[src/rtl/bip_host_link_pkg.sv]
// Shared definitions for the BIP host link: FSM state encoding and the default command byte.
package bip_host_link_pkg;

    typedef enum logic [2:0] {
        IDLE      = 3'd0,
        SEND_CMD  = 3'd1,
        WAIT_ACC1 = 3'd2,
        WAIT_ACC2 = 3'd3,
        WAIT_CLK  = 3'd4,
        DONE      = 3'd5
    } link_state_t;

    // Bit0 set tells the CPU side to start; the CPU-side UART interface uses the same value.
    localparam logic [7:0] DEF_CMD_BYTE = 8'h01;

endpackage

[src/rtl/bip_host_link_tick_edge_det.sv]
// Registers a UART done tick and flags its rising edge, so a held level counts as one event.
module bip_host_link_tick_edge_det (
    input  logic clk,
    input  logic reset,
    input  logic i_tick,
    output logic o_edge
);

    logic r_prev;

    always_ff @(posedge clk) begin
        if (reset) begin
            r_prev <= 1'b0;
        end else begin
            r_prev <= i_tick;
        end
    end

    assign o_edge = i_tick & ~r_prev;

endmodule

[src/rtl/bip_host_link.sv]
// bip_host_link: BIP UART initiator - sends one command byte, then collects the 3-byte result frame.
// Define BIP_LINK_TIMEOUT_EN to add a per-byte wait limit that aborts with a timeout_err pulse.
module bip_host_link
    import bip_host_link_pkg::*;
#(
    parameter int                       NBIT_DATA_LEN  = 8,
    parameter int                       len_data       = 16,
    parameter logic [NBIT_DATA_LEN-1:0] CMD_BYTE       = NBIT_DATA_LEN'(DEF_CMD_BYTE)
`ifdef BIP_LINK_TIMEOUT_EN
    ,
    parameter int                       TIMEOUT_CYCLES = 1000000
`endif
) (
    input  logic                     clk,
    input  logic                     reset,
    input  logic                     req,
    input  logic                     tx_done_tick,
    input  logic                     rx_done_tick,
    input  logic [NBIT_DATA_LEN-1:0] rx_data_in,
    output logic                     tx_start,
    output logic [NBIT_DATA_LEN-1:0] tx_data_out,
    output logic                     busy,
    output logic                     result_valid,
    output logic [len_data-1:0]      acc_out,
    output logic [NBIT_DATA_LEN-1:0] clk_count_out,
    output logic                     timeout_err
);

    link_state_t              r_state;
    link_state_t              w_next;
    logic [NBIT_DATA_LEN-1:0] r_tx_data;
    logic [NBIT_DATA_LEN-1:0] r_acc_lo;
    logic [NBIT_DATA_LEN-1:0] r_acc_hi;
    logic [len_data-1:0]      r_acc_out;
    logic [NBIT_DATA_LEN-1:0] r_clk_count_out;
    logic                     w_rx_evt;
    logic                     w_tx_evt;

    bip_host_link_tick_edge_det u_rx_edge (
        .clk    (clk),
        .reset  (reset),
        .i_tick (rx_done_tick),
        .o_edge (w_rx_evt)
    );

    bip_host_link_tick_edge_det u_tx_edge (
        .clk    (clk),
        .reset  (reset),
        .i_tick (tx_done_tick),
        .o_edge (w_tx_evt)
    );

`ifdef BIP_LINK_TIMEOUT_EN
    localparam int CNT_W = (TIMEOUT_CYCLES > 2) ? $clog2(TIMEOUT_CYCLES) : 1;

    logic [CNT_W-1:0] r_wait_cnt;
    logic             r_timeout_err;
    logic             w_waiting;
    logic             w_timeout;

    assign w_waiting = (r_state == SEND_CMD) || (r_state == WAIT_ACC1) ||
                       (r_state == WAIT_ACC2) || (r_state == WAIT_CLK);
`endif

    always_comb begin
        w_next = r_state;
`ifdef BIP_LINK_TIMEOUT_EN
        w_timeout = 1'b0;
`endif
        case (r_state)
            IDLE:      if (req)      w_next = SEND_CMD;
            SEND_CMD:  if (w_tx_evt) w_next = WAIT_ACC1;
            WAIT_ACC1: if (w_rx_evt) w_next = WAIT_ACC2;
            WAIT_ACC2: if (w_rx_evt) w_next = WAIT_CLK;
            WAIT_CLK:  if (w_rx_evt) w_next = DONE;
            DONE:                    w_next = IDLE;
            default:                 w_next = IDLE;
        endcase
`ifdef BIP_LINK_TIMEOUT_EN
        // Only a wait that saw no accepted event this cycle can expire.
        if (w_waiting && (w_next == r_state) &&
            (r_wait_cnt == CNT_W'(TIMEOUT_CYCLES - 1))) begin
            w_next    = IDLE;
            w_timeout = 1'b1;
        end
`endif
    end

    always_ff @(posedge clk) begin
        if (reset) begin
            r_state         <= IDLE;
            r_tx_data       <= '0;
            r_acc_lo        <= '0;
            r_acc_hi        <= '0;
            r_acc_out       <= '0;
            r_clk_count_out <= '0;
        end else begin
            r_state <= w_next;
            if ((r_state == IDLE) && req) begin
                r_tx_data <= CMD_BYTE;
            end
            if (w_rx_evt) begin
                case (r_state)
                    WAIT_ACC1: r_acc_lo <= rx_data_in;
                    WAIT_ACC2: r_acc_hi <= rx_data_in;
                    // Published outputs are loaded together so they appear with the DONE pulse.
                    WAIT_CLK: begin
                        r_acc_out       <= {r_acc_hi, r_acc_lo};
                        r_clk_count_out <= rx_data_in;
                    end
                    default: ;
                endcase
            end
`ifdef BIP_LINK_TIMEOUT_EN
            if (w_timeout) begin
                r_acc_lo <= '0;
                r_acc_hi <= '0;
            end
`endif
        end
    end

`ifdef BIP_LINK_TIMEOUT_EN
    always_ff @(posedge clk) begin
        if (reset) begin
            r_wait_cnt    <= '0;
            r_timeout_err <= 1'b0;
        end else begin
            r_timeout_err <= w_timeout;
            if (w_next != r_state) begin
                r_wait_cnt <= '0;
            end else begin
                r_wait_cnt <= r_wait_cnt + 1'b1;
            end
        end
    end

    assign timeout_err = r_timeout_err;
`else
    assign timeout_err = 1'b0;
`endif

    assign tx_start      = (r_state == SEND_CMD);
    assign busy          = (r_state != IDLE);
    assign result_valid  = (r_state == DONE);
    assign tx_data_out   = r_tx_data;
    assign acc_out       = r_acc_out;
    assign clk_count_out = r_clk_count_out;

endmodule
[config.mk]
export PLATFORM = sky130hd
export DESIGN_NAME = bip_host_link
export DESIGN_NICKNAME = d
export VERILOG_FILES = /design/src/rtl/bip_host_link_pkg.sv /design/src/rtl/bip_host_link_tick_edge_det.sv /design/src/rtl/bip_host_link.sv
export SDC_FILE = /design/constraint.sdc
export NUM_CORES = 1
export LEC_CHECK = 0
export BUFFER_PORTS_ARGS = -buffer_cell sky130_fd_sc_hd__buf_2
export CORE_MARGIN = 2
export CORE_UTILIZATION = 45
export DETAILED_ROUTE_END_ITERATION = 16
export PLACE_DENSITY = 0.7
export SLEW_MARGIN = 20
export SYNTH_ARGS = -nofsm -noshare
export SYNTH_HDL_FRONTEND = slang
export SYNTH_HIERARCHICAL = 1
export SYNTH_SLANG_ARGS = --single-unit
[constraint.sdc]
create_clock -name clk -period 1.8 [get_ports clk]
set_input_delay 0.27 -clock clk [delete_from_list [all_inputs] [get_ports clk]]
set_output_delay 0.27 -clock clk [all_outputs]
set_load 0.02 [all_outputs]
==> results.sh <==
export IMPL_status="finished clean"
export IMPL_htreeDepth=2
export IMPL_cp_top_family="flip-flops"
export IMPL_critPathMaxFanout=14
export IMPL_synth_area_top_cells="dfxtp_1 51%, nand2_1 14%, a21oi_1 9.7%"
export IMPL_seq_power_share_pct=58.5
export IMPL_min_period_over_period_pct=84.40
export IMPL_area_growth_pct=14.54
export IMPL_yosysWarnings=6
export IMPL_gp_congestion=0.7769
export IMPL_ioPinCount=49
export IMPL_ys_ff_latch=46
export IMPL_placed_cells=286
export IMPL_ir_worst_vdd_v=0.0005305
export IMPL_clkPwrFrac_pct=34.3
export IMPL_cp_end_kind="primary output"
export IMPL_synth_compound_area_share_pct=10.58
export IMPL_final_hold_viol_count=0
export IMPL_syn_area_um2=1798
export IMPL_post_place_ws_ps=285.9
export IMPL_cts_tree="built"
export IMPL_period_minus_slack_ps=1519
export IMPL_synth_flop_cell="dfxtp_1"
export IMPL_vias=1385
export IMPL_power_share_switching_pct=24.57
export IMPL_combPwrFrac_pct=7.2
export IMPL_io_buffers=40
export IMPL_dieHeight_um=67.21
export IMPL_path_class="flip-flop to primary output"
export IMPL_chipWidth_um=67.21
export IMPL_synth_seq_area_share_pct=51.22
export IMPL_grt_pass1_wl_um=5582
export IMPL_synth_xor_area_share_pct=0.4871
export IMPL_required_ps=1530
export IMPL_drv_slew=0
export IMPL_cts_setup_buffers=0
export IMPL_fill_cells=391
export IMPL_p_per_area_nw_per_um2=871.7
export IMPL_crit_buf_inv=1
export IMPL_fin_nets=258
export IMPL_finalWirelength_um=3383
export IMPL_grt_usage_pct=16.90
export IMPL_rsz0062_at_grt="no"
export IMPL_path_clk_slew_ps=80
export IMPL_ctsHoldBuffers=0
export IMPL_synth_adder_area_share_pct=0
export IMPL_synth_edff_count=0
export IMPL_synth_most_common_cell="nand2_1"
export IMPL_maxCapViolCount=0
export IMPL_grt_pass1_vias=1150
export IMPL_vias_per_cell=4.711
export IMPL_syn_avg_cell_area_um2=8.521
export IMPL_antenna_found_initial=0
export IMPL_grt_max_degree=34
export IMPL_synth_top_family_by_area="simple AND/OR/NAND/NOR gates"
export IMPL_grt_overflow=0
export IMPL_ant_nets=0
export IMPL_p_int_mw=1.354
export IMPL_fmax_mhz=658.2
export IMPL_fin_tns_setup_ps=0
export IMPL_p_sw_uw=441.0
export IMPL_num_rows=22
export IMPL_worstSkewPairLatency_ps=300
export IMPL_cts_made_buffers=5
export IMPL_cp_slowest_cell="dfxtp_1"
export IMPL_antenna_cells=0
export IMPL_async_reset_ff_share_pct=0
export IMPL_drive_gt1_share_pct=22.36
export IMPL_path_cells="nor3b_1 -> buf_2"
export IMPL_setup_viol=0
export IMPL_synth_mux_area_share_pct=4.454
export IMPL_dpl_hpwl_um=2345
export IMPL_root_buffer="clkbuf_8"
export IMPL_ys_top_cells_by_count="66 x nand2_1, 46 x dfxtp_1, 35 x a21oi_1, 11 x buf_4, 11 x nor2_1"
export IMPL_p_leak_nw=0.8414
export IMPL_start_kind="flip-flop"
export IMPL_hold_class="primary input to flip-flop"
export IMPL_slowest_delay_ps=540
export IMPL_fin_worst_skew_ps=7.077
export IMPL_syn_inst=211
export IMPL_design_core_area_um2=3744
export IMPL_cts_resized=0
export IMPL_r2r_slack_ps=310
export IMPL_setup_ws_ps=280.8
export IMPL_drc=0
export IMPL_yosysTopAreaCellShare_pct=51.22
export IMPL_wl_per_cell_um=11.51
export IMPL_dieArea_um2=4517
export IMPL_clkSinkCount=46
export IMPL_synthSimpleGateAreaFrac_pct=24.98
export IMPL_initial_utilization_pct=48.03
export IMPL_drt_first_pass_iters=4
export IMPL_cp_arrival_ps=1250
export IMPL_drt_initial_drc_count=62
export IMPL_yosysUniqueCellTypes=22
export IMPL_clockBufferDepth=2
export IMPL_fin_cells=294
export IMPL_synth_top_cell_by_area="dfxtp_1"
==> metal layers <==
| metal | part of all wire, % | global-route usage (%) | wire length, um | up-vias |
|---|---|---|---|---|
| li1 | - | - | - | 737 |
| met1 | 49 | 23.58 | 1655 | 613 |
| met2 | 44 | 23.27 | 1472 | 30 |
| met3 | 5.4 | 5.500 | 183 | 5 |
| met4 | 2.1 | 8.418 | 71 | 0 |
| met5 | 0 | 0 | 0 | - |
==> cells by family after synthesis <==
family / after synthesis
XOR/XNOR: 1
AO/OA/AOI/OAI: 37
multiplexers: 8
flip-flops: 46
AND/OR/NAND/NOR: 93
buffers and inverters: 25
other: 1
==> state kept, by name (all words and copies together), names as in the netlist <==
register,count
r_acc_lo,8
u_rx_edge/r_prev,1
acc_out,16
r_acc_hi,8
r_state,3
u_tx_edge/r_prev,1
clk_count_out,8
tx_data_out,1
==> cells in the final DEF, fill, tap and decap left out, types with 2 or more instances in the layout <==
master / n
clkbuf_8: 5
o211ai_1: 2
buf_4: 4
conb_1: 8
and4bb_1: 2
nor2_1: 11
buf_2: 40
and3b_1: 2
a21oi_1: 35
nor2b_4: 4
mux2i_1: 8
nor3_1: 3
dfxtp_1: 46
nand2_1: 66
==> worst register-to-register path, delay by kind of cell, from the launching register on <==
kind             cells  cell delay [ps]
DFF                  1              520
and+or+nand+nor      2              610
muxes                1              260
==> stage by stage <==
step | util [%] | total power, mW | hold slack (ps) | area (um2)
4_1_cts | 55.01 | 1.818 | 190.1 | 2059
2_1_floorplan | - | 1.177 | 334.3 | 1824
6_report | 55.01 | 1.795 | 202.7 | 2059
3_5_place_dp | 52.71 | 1.204 | 443.7 | 1973
5_1_grt | 55.01 | 1.885 | 199.6 | 2059
3_3_place_gp | 52.71 | 1.202 | 440.3 | 1973
==> power groups by stage <==
| stage | registers [mW] | logic, mW | clock network, mW |
|---|---|---|---|
| 2_1_floorplan | 1.07 | 0.111 | 0 |
| 3_3_place_gp | 1.07 | 0.130 | 0 |
| 3_5_place_dp | 1.07 | 0.131 | 0 |
| 4_1_cts | 1.05 | 0.131 | 0.637 |
| 5_1_grt | 1.05 | 0.142 | 0.689 |
| 6_report | 1.05 | 0.130 | 0.616 |
==> final cells by class <==
| cell class | count | area [um2] | share of cell area (%) |
|---|---|---|---|
| Clock buffer | 6 | 72.57 | 3.524 |
| Clock inverter | 2 | 13.76 | 0.6683 |
| Inverter | 1 | 3.754 | 0.1823 |
| Multi-Input combinational cell | 147 | 758.2 | 36.82 |
| Sequential cell | 46 | 920.9 | 44.71 |
| Tap cell | 48 | 60.06 | 2.916 |
| Timing Repair Buffer | 44 | 230.2 | 11.18 |
==> path summary, 6_finish.rpt <==
path           startpoint                to  cells after the start
min          rx_done_tick  u_rx_edge/r_prev                      2
max reg2reg    r_state[1]       r_acc_lo[5]                      3
min reg2reg    acc_out[5]        acc_out[5]                      2
max            r_state[0]          tx_start                      2
No activity file was read; power rests on OpenSTA's default activity.
